===== src/rtl/simple_ctrl_pkg.sv =====
// -----------------------------------------------------------------------------
// simple_ctrl_pkg
// Shared definitions for the SIMPLE processor control path: the run/stop
// state encoding and the stop-cause codes reported on stop_cause. The decode
// block imports the same cause constants.
// -----------------------------------------------------------------------------
package simple_ctrl_pkg;

    typedef enum logic [1:0] {
        STOPPED = 2'd0,
        RUNNING = 2'd1,
        IN_WAIT = 2'd2,
        STEP    = 2'd3
    } run_state_e;

    localparam logic [2:0] CAUSE_RESET = 3'd0;
    localparam logic [2:0] CAUSE_EXEC  = 3'd1;
    localparam logic [2:0] CAUSE_HLT   = 3'd2;
    localparam logic [2:0] CAUSE_IN    = 3'd3;
    localparam logic [2:0] CAUSE_STEP  = 3'd4;

endpackage


===== src/rtl/button_debouncer.sv =====
// -----------------------------------------------------------------------------
// button_debouncer
// Synchronises the raw, bouncy exec push-button and accepts a level change
// only after DEBOUNCE_CYCLES consecutive stable synchronised samples.
//
// Ports:
//   clock       in   single clock
//   reset       in   synchronous, active-high
//   exec        in   raw push-button, high = pressed (asynchronous)
//   deb         out  debounced button level
//   press_pulse out  one-cycle pulse on each accepted press (rising deb only)
// -----------------------------------------------------------------------------
module button_debouncer #(
    parameter int DEBOUNCE_CYCLES = 8
) (
    input  logic clock,
    input  logic reset,
    input  logic exec,
    output logic deb,
    output logic press_pulse
);

    localparam int CNT_W = $clog2(DEBOUNCE_CYCLES + 1);

    logic             s1;
    logic             s2;
    logic             deb_d;
    logic [CNT_W-1:0] cnt;

    always_ff @(posedge clock) begin
        if (reset) begin
            s1    <= 1'b0;
            s2    <= 1'b0;
            deb   <= 1'b0;
            deb_d <= 1'b0;
            cnt   <= '0;
        end else begin
            s1    <= exec;
            s2    <= s1;
            deb_d <= deb;
            // Any sample agreeing with the accepted level restarts the
            // stability count, so short glitches never accumulate.
            if (s2 == deb) begin
                cnt <= '0;
            end else if (cnt == CNT_W'(DEBOUNCE_CYCLES - 1)) begin
                deb <= s2;
                cnt <= '0;
            end else begin
                cnt <= cnt + CNT_W'(1);
            end
        end
    end

    // Decoded from registers only; a release (deb falling) gives no pulse.
    assign press_pulse = deb & ~deb_d;

endmodule


===== src/rtl/run_stop_controller.sv =====
// -----------------------------------------------------------------------------
// run_stop_controller
// Run/stop sequencer for the SIMPLE processor. Stops the core on HLT, after
// IN (with IN_DELAY cycles of IN_WAIT), on an exec press, or after one
// retired instruction in single-step mode. systemStopped gates PC update and
// register/memory writes in the datapath.
//
// Ports:
//   clock          in   single clock
//   reset          in   synchronous, active-high
//   exec           in   raw push-button (asynchronous, bouncy)
//   step_mode      in   1 = resume into single-step
//   inst_halt      in   decoded HLT valid this cycle
//   inst_in        in   decoded IN valid this cycle
//   retire         in   one-cycle pulse per completed instruction
//   systemStopped  out  1 = core frozen (state register decode)
//   exec_pulse     out  one-cycle pulse per accepted press
//   stop_cause     out  reason for the most recent stop
//   run_cycles     out  saturating count of cycles spent not stopped
// -----------------------------------------------------------------------------
module run_stop_controller
    import simple_ctrl_pkg::*;
#(
    parameter int DEBOUNCE_CYCLES = 8,
    parameter int IN_DELAY        = 1,
    parameter int CYCLE_W         = 32
) (
    input  logic               clock,
    input  logic               reset,
    input  logic               exec,
    input  logic               step_mode,
    input  logic               inst_halt,
    input  logic               inst_in,
    input  logic               retire,
    output logic               systemStopped,
    output logic               exec_pulse,
    output logic [2:0]         stop_cause,
    output logic [CYCLE_W-1:0] run_cycles
);

    localparam int IN_W = (IN_DELAY < 1) ? 1 : $clog2(IN_DELAY + 1);

    run_state_e      state;
    run_state_e      state_next;
    logic            guard;
    logic            guard_next;
    logic [IN_W-1:0] in_cnt;
    logic [IN_W-1:0] in_cnt_next;
    logic [2:0]      cause_next;
    logic            exec_level;
    logic            press_pulse;

    function automatic logic [CYCLE_W-1:0] sat_inc(input logic [CYCLE_W-1:0] v);
        return (v == {CYCLE_W{1'b1}}) ? v : v + CYCLE_W'(1);
    endfunction

    button_debouncer #(
        .DEBOUNCE_CYCLES (DEBOUNCE_CYCLES)
    ) u_debouncer (
        .clock       (clock),
        .reset       (reset),
        .exec        (exec),
        .deb         (exec_level),
        .press_pulse (press_pulse)
    );

    // The press pulse can only exist while the debounced level is high.
    assign exec_pulse    = press_pulse & exec_level;
    assign systemStopped = (state == STOPPED);

    always_comb begin
        state_next  = state;
        guard_next  = guard;
        in_cnt_next = in_cnt;
        cause_next  = stop_cause;
        case (state)
            STOPPED: begin
                if (exec_pulse) begin
                    state_next = step_mode ? STEP : RUNNING;
                    guard_next = 1'b1;
                end
            end
            RUNNING, STEP: begin
                // The instruction that caused the last stop is usually still
                // decoded in the first resumed cycle; the guard masks it.
                guard_next = 1'b0;
                if (inst_halt && !guard) begin
                    state_next = STOPPED;
                    cause_next = CAUSE_HLT;
                end else if (inst_in && !guard) begin
                    if (IN_DELAY == 0) begin
                        state_next = STOPPED;
                        cause_next = CAUSE_IN;
                    end else begin
                        state_next  = IN_WAIT;
                        in_cnt_next = IN_W'(IN_DELAY);
                    end
                end else if ((state == STEP) && retire) begin
                    state_next = STOPPED;
                    cause_next = CAUSE_STEP;
                end else if (exec_pulse) begin
                    state_next = STOPPED;
                    cause_next = CAUSE_EXEC;
                end
            end
            IN_WAIT: begin
                in_cnt_next = in_cnt - IN_W'(1);
                if (in_cnt == IN_W'(1)) begin
                    state_next = STOPPED;
                    cause_next = CAUSE_IN;
                end
            end
            default: begin
                state_next = STOPPED;
            end
        endcase
    end

    always_ff @(posedge clock) begin
        if (reset) begin
            state      <= STOPPED;
            guard      <= 1'b0;
            in_cnt     <= '0;
            stop_cause <= CAUSE_RESET;
            run_cycles <= '0;
        end else begin
            state      <= state_next;
            guard      <= guard_next;
            in_cnt     <= in_cnt_next;
            stop_cause <= cause_next;
            if (!systemStopped) begin
                run_cycles <= sat_inc(run_cycles);
            end
        end
    end

endmodule

===== config.mk =====
export PLATFORM = sky130hd
export DESIGN_NAME = run_stop_controller
export DESIGN_NICKNAME = d
export VERILOG_FILES = /design/src/rtl/simple_ctrl_pkg.sv /design/src/rtl/button_debouncer.sv /design/src/rtl/run_stop_controller.sv
export SDC_FILE = /design/constraint.sdc
export NUM_CORES = 1
export LEC_CHECK = 0
export ABC_AREA = 1
export CORE_ASPECT_RATIO = 0.9
export CORE_MARGIN = 3
export CORE_UTILIZATION = 25
export CTS_BUF_LIST = sky130_fd_sc_hd__clkbuf_2
export DETAILED_ROUTE_END_ITERATION = 7
export PLACE_DENSITY = 0.53
export RECOVER_POWER = 100
export SLEW_MARGIN = 10
export SYNTH_ARGS = -nofsm -noshare
export SYNTH_HDL_FRONTEND = slang
export SYNTH_HIERARCHICAL = 1
export SYNTH_SLANG_ARGS = --single-unit

===== constraint.sdc =====
create_clock -name clock -period 2.4 [get_ports clock]
set_clock_uncertainty 0.15 [all_clocks]
set_input_delay 0.48 -clock clock [delete_from_list [all_inputs] [get_ports clock]]
set_output_delay 0.48 -clock clock [all_outputs]
set_load 0.1 [all_outputs]

==> qor.yml, run 1 <==
drt:
  first_pass_iters: 4
  postRouteAntennaNets: 0
  routed_wl_mm: 6.91
  drt_iter0_drc: 139
  wl_per_cell_um: 11.7
  drc_errors: 0
  vias: 2704
  vias_per_cell: 4.60
floorplanning:
  die_area_sq_mm: 0.0119
  rows: 35
  start_util: 0.258
  core_area_sq_mm: 0.0103
  fp.dieW_um: 115
  boundaryPins: 44
  die_y_um: 104
yosys:
  syn_area_sq_mm: 0.00267
  avgSynthCellArea_sq_um: 6.42
  yosys.area.top_type: "dfxtp_1"
  yosys.cell_types.count: 27
  ys_seq_area_frac: 0.353
  postSynthCellCount: 415
  yosys_warnings: 6
  synth.area.top_cells: "dfxtp_1, nand2_1, nor2_1"
  synth_nets: 424
  synth-seq-cells: 47
  synth_top_area_share: 0.353
worst_setup_path:
  end_kind: "output port"
  required_ns: 1.77
  crit_start: "state[1]"
  rr_endpoint: "run_cycles[24]"
  cp.arrival_ns: 1.49
  r2r_setup_slack_ns: 0.31
  criticalPathCategory: "flop to output port"
  r2r-start: "state[0]"
  r2r_cells: 7
  cp-start-kind: "flop"
  crit_fanout: 8
cts:
  cts_hold_buf: 0
  cts_tree: "yes"
  cts_root_buffer: "clkbuf_2"
  h-tree-depth: 2
  post_cts_buffers: 0
  clk_latency_ns: 0.42
  cts-resized-gates: 0
  numCtsBuffers: 5
  numClockSinks: 47
  cts_buffer_depth: 2
  clk_pin_slew_worst_paths_ns: 0.25
power_and_ir_drop:
  ir_drop_mv: 0.144
  leakage_nw: 1.23
  clockPowerShare: 0.294
  comb_power_share: 0.035
  internal_power_w: 0.000876
  p_seq_frac: 0.671
  netSwitchingPower_w: 0.000296
  p_sw_frac: 0.253
  powerDensity_mw_per_mm2: 381
place:
  hpwl_mm: 5.36
  place_congestion: 0.802
  io_buffers: 43
  place_area_sq_mm: 0.00315
sta:
  min_period_over_period: 0.882
  hold_violations: 0
  setup_viol_count_final: 0
  slew-limit-headroom: 0.632
  fmax_mhz: 472
  slew_violations: 0
  worstMarginPinSlew_ns: 0.554
  finalSetupTns_ns: 0
  rsz0062_at_grt: "false"
  layout_min_cycle_time_ns: 2.12
hold_path:
  whs_endpoint: "u_debouncer/s2"
  hold_class: "flop to flop"
  worstHoldStart: "u_debouncer/s1"
  whs_path_depth: 2
grt:
  first_global_vias: 2463
  grt.total_usage: 0.120
  grt_max_degree: 33
  grt_overflow: 0
  antenna_found_initial: 0
  grt_pass1_wl_mm: 11.9
cells_and_area:
  drive_above_1_share: 0.157
  layout.nets: 467
  fill_cells: 1158
  syn2layout_area_growth_pct: 15.3
  layout_commonest_cell: "nand2_1"
  layout_common_cells: "nand2_1, nor2_1, dfxtp_1"
  antenna-diode-count: 0
  fin_area_sq_mm: 0.00308
run_status:
  status: "finished clean"
run:
  cap_viol_max_count: 0
-- Yosys cell counts --
master,n
dfxtp_1,47
nor3b_1,3
xor2_1,2
xnor2_1,1
nor4_1,1
nand3_2,7
nand2_1,102
nand4_1,13
a21oi_1,25
a31oi_1,4
nor2_4,4
nand2_2,6
ha_1,2
clkbuf_1,2
nor2_1,96
nand3_1,30
a21oi_2,1
inv_1,40
buf_4,1
nand3b_1,2
nor3_1,6
nor2_2,6
and2_1,1
buf_2,5
o21ai_0,3
nand3b_4,1
buf_6,4
-- routing by layer --
layer	global-route usage	routed length, um
met1	0.164	3420
met2	0.192	3070
met3	0.0250	343
met4	0.0310	70
met5	0	0
-- registers in the layout (all words and copies together), names as in the netlist --
| name | cells |
|---|---|
| guard | 1 |
| u_debouncer/deb | 1 |
| stop_cause | 3 |
| state | 2 |
| in_cnt | 1 |
| u_debouncer/s2 | 1 |
| u_debouncer/s1 | 1 |
| u_debouncer/cnt | 4 |
| u_debouncer/deb_d | 1 |
| run_cycles | 32 |
-- worst max path at each step --
stage,cells after the start,slack (ns),endpoint
6_report,3,0.28,systemStopped
3_3_place_gp,8,0.38,stop_cause[0]
3_5_place_dp,8,0.30,stop_cause[0]
2_1_floorplan,9,0.01,run_cycles[19]
5_1_grt,7,0.08,run_cycles[24]
4_1_cts,5,0.26,exec_pulse
-- metrics by stage --
step                hold slack (ns)  setup slack [ns]  std cells   util  total power, W
floorplan                     0.238            0.0142        415      -        0.000825
global placement              0.241             0.378        580  0.304        0.000843
detailed placement            0.250             0.305        580  0.304        0.000844
CTS                           0.278             0.256        588  0.309         0.00120
global route                  0.320            0.0830        588  0.298         0.00124
finish                        0.275             0.283        588  0.298         0.00117
-- power by group through the flow --
stage	Sequential [W]	Clock, W	Combinational (W)
3_5_place_dp	0.000801	0	0.0000434
2_1_floorplan	0.000800	0	0.0000249
3_3_place_gp	0.000800	0	0.0000425
5_1_grt	0.000788	0.000401	0.0000475
4_1_cts	0.000787	0.000374	0.0000433
6_report	0.000787	0.000345	0.0000413
-- layout make-up --
class	instances	area, sq um	area share
multi-input combinational	316	1470	0.478
sequential	47	942	0.306
timing repair buffer	48	307	0.0997
tap	129	161	0.0525
inverter	40	150	0.0488
clock buffer	5	25.0	0.00814
clock inverter	3	18.8	0.00610
-- worst max-delay path, stage by stage, from the launching register on --
cell	delay, ns
dfxtp_1	0.44
nor2_4	0.13
clkbuf_2	0.29
buf_12	0.22
-- logic make-up after synthesis --
kind of cell,count (synthesis),share of synthesized area
AOI/OAI and AO/OA,33,0.0652
xor gates and xnor gates,3,0.00986
buffers and inverters,52,0.0882
adders and majority gates,2,0.00938
DFF,47,0.353
and+or+nand+nor,278,0.474
Note: power is estimated with default switching activity, not from simulation.
==> inputs of run 2 (changes only) <==
--- a/config.mk
+++ b/config.mk
@@ -6,6 +6,7 @@
 export NUM_CORES = 1
 export LEC_CHECK = 0
 export ABC_AREA = 1
+export CAP_MARGIN = 40
 export CORE_ASPECT_RATIO = 0.9
 export CORE_MARGIN = 3
 export CORE_UTILIZATION = 25
==> results of run 2 <==
Final layout, timing and power as in run 1 (identical DEF).
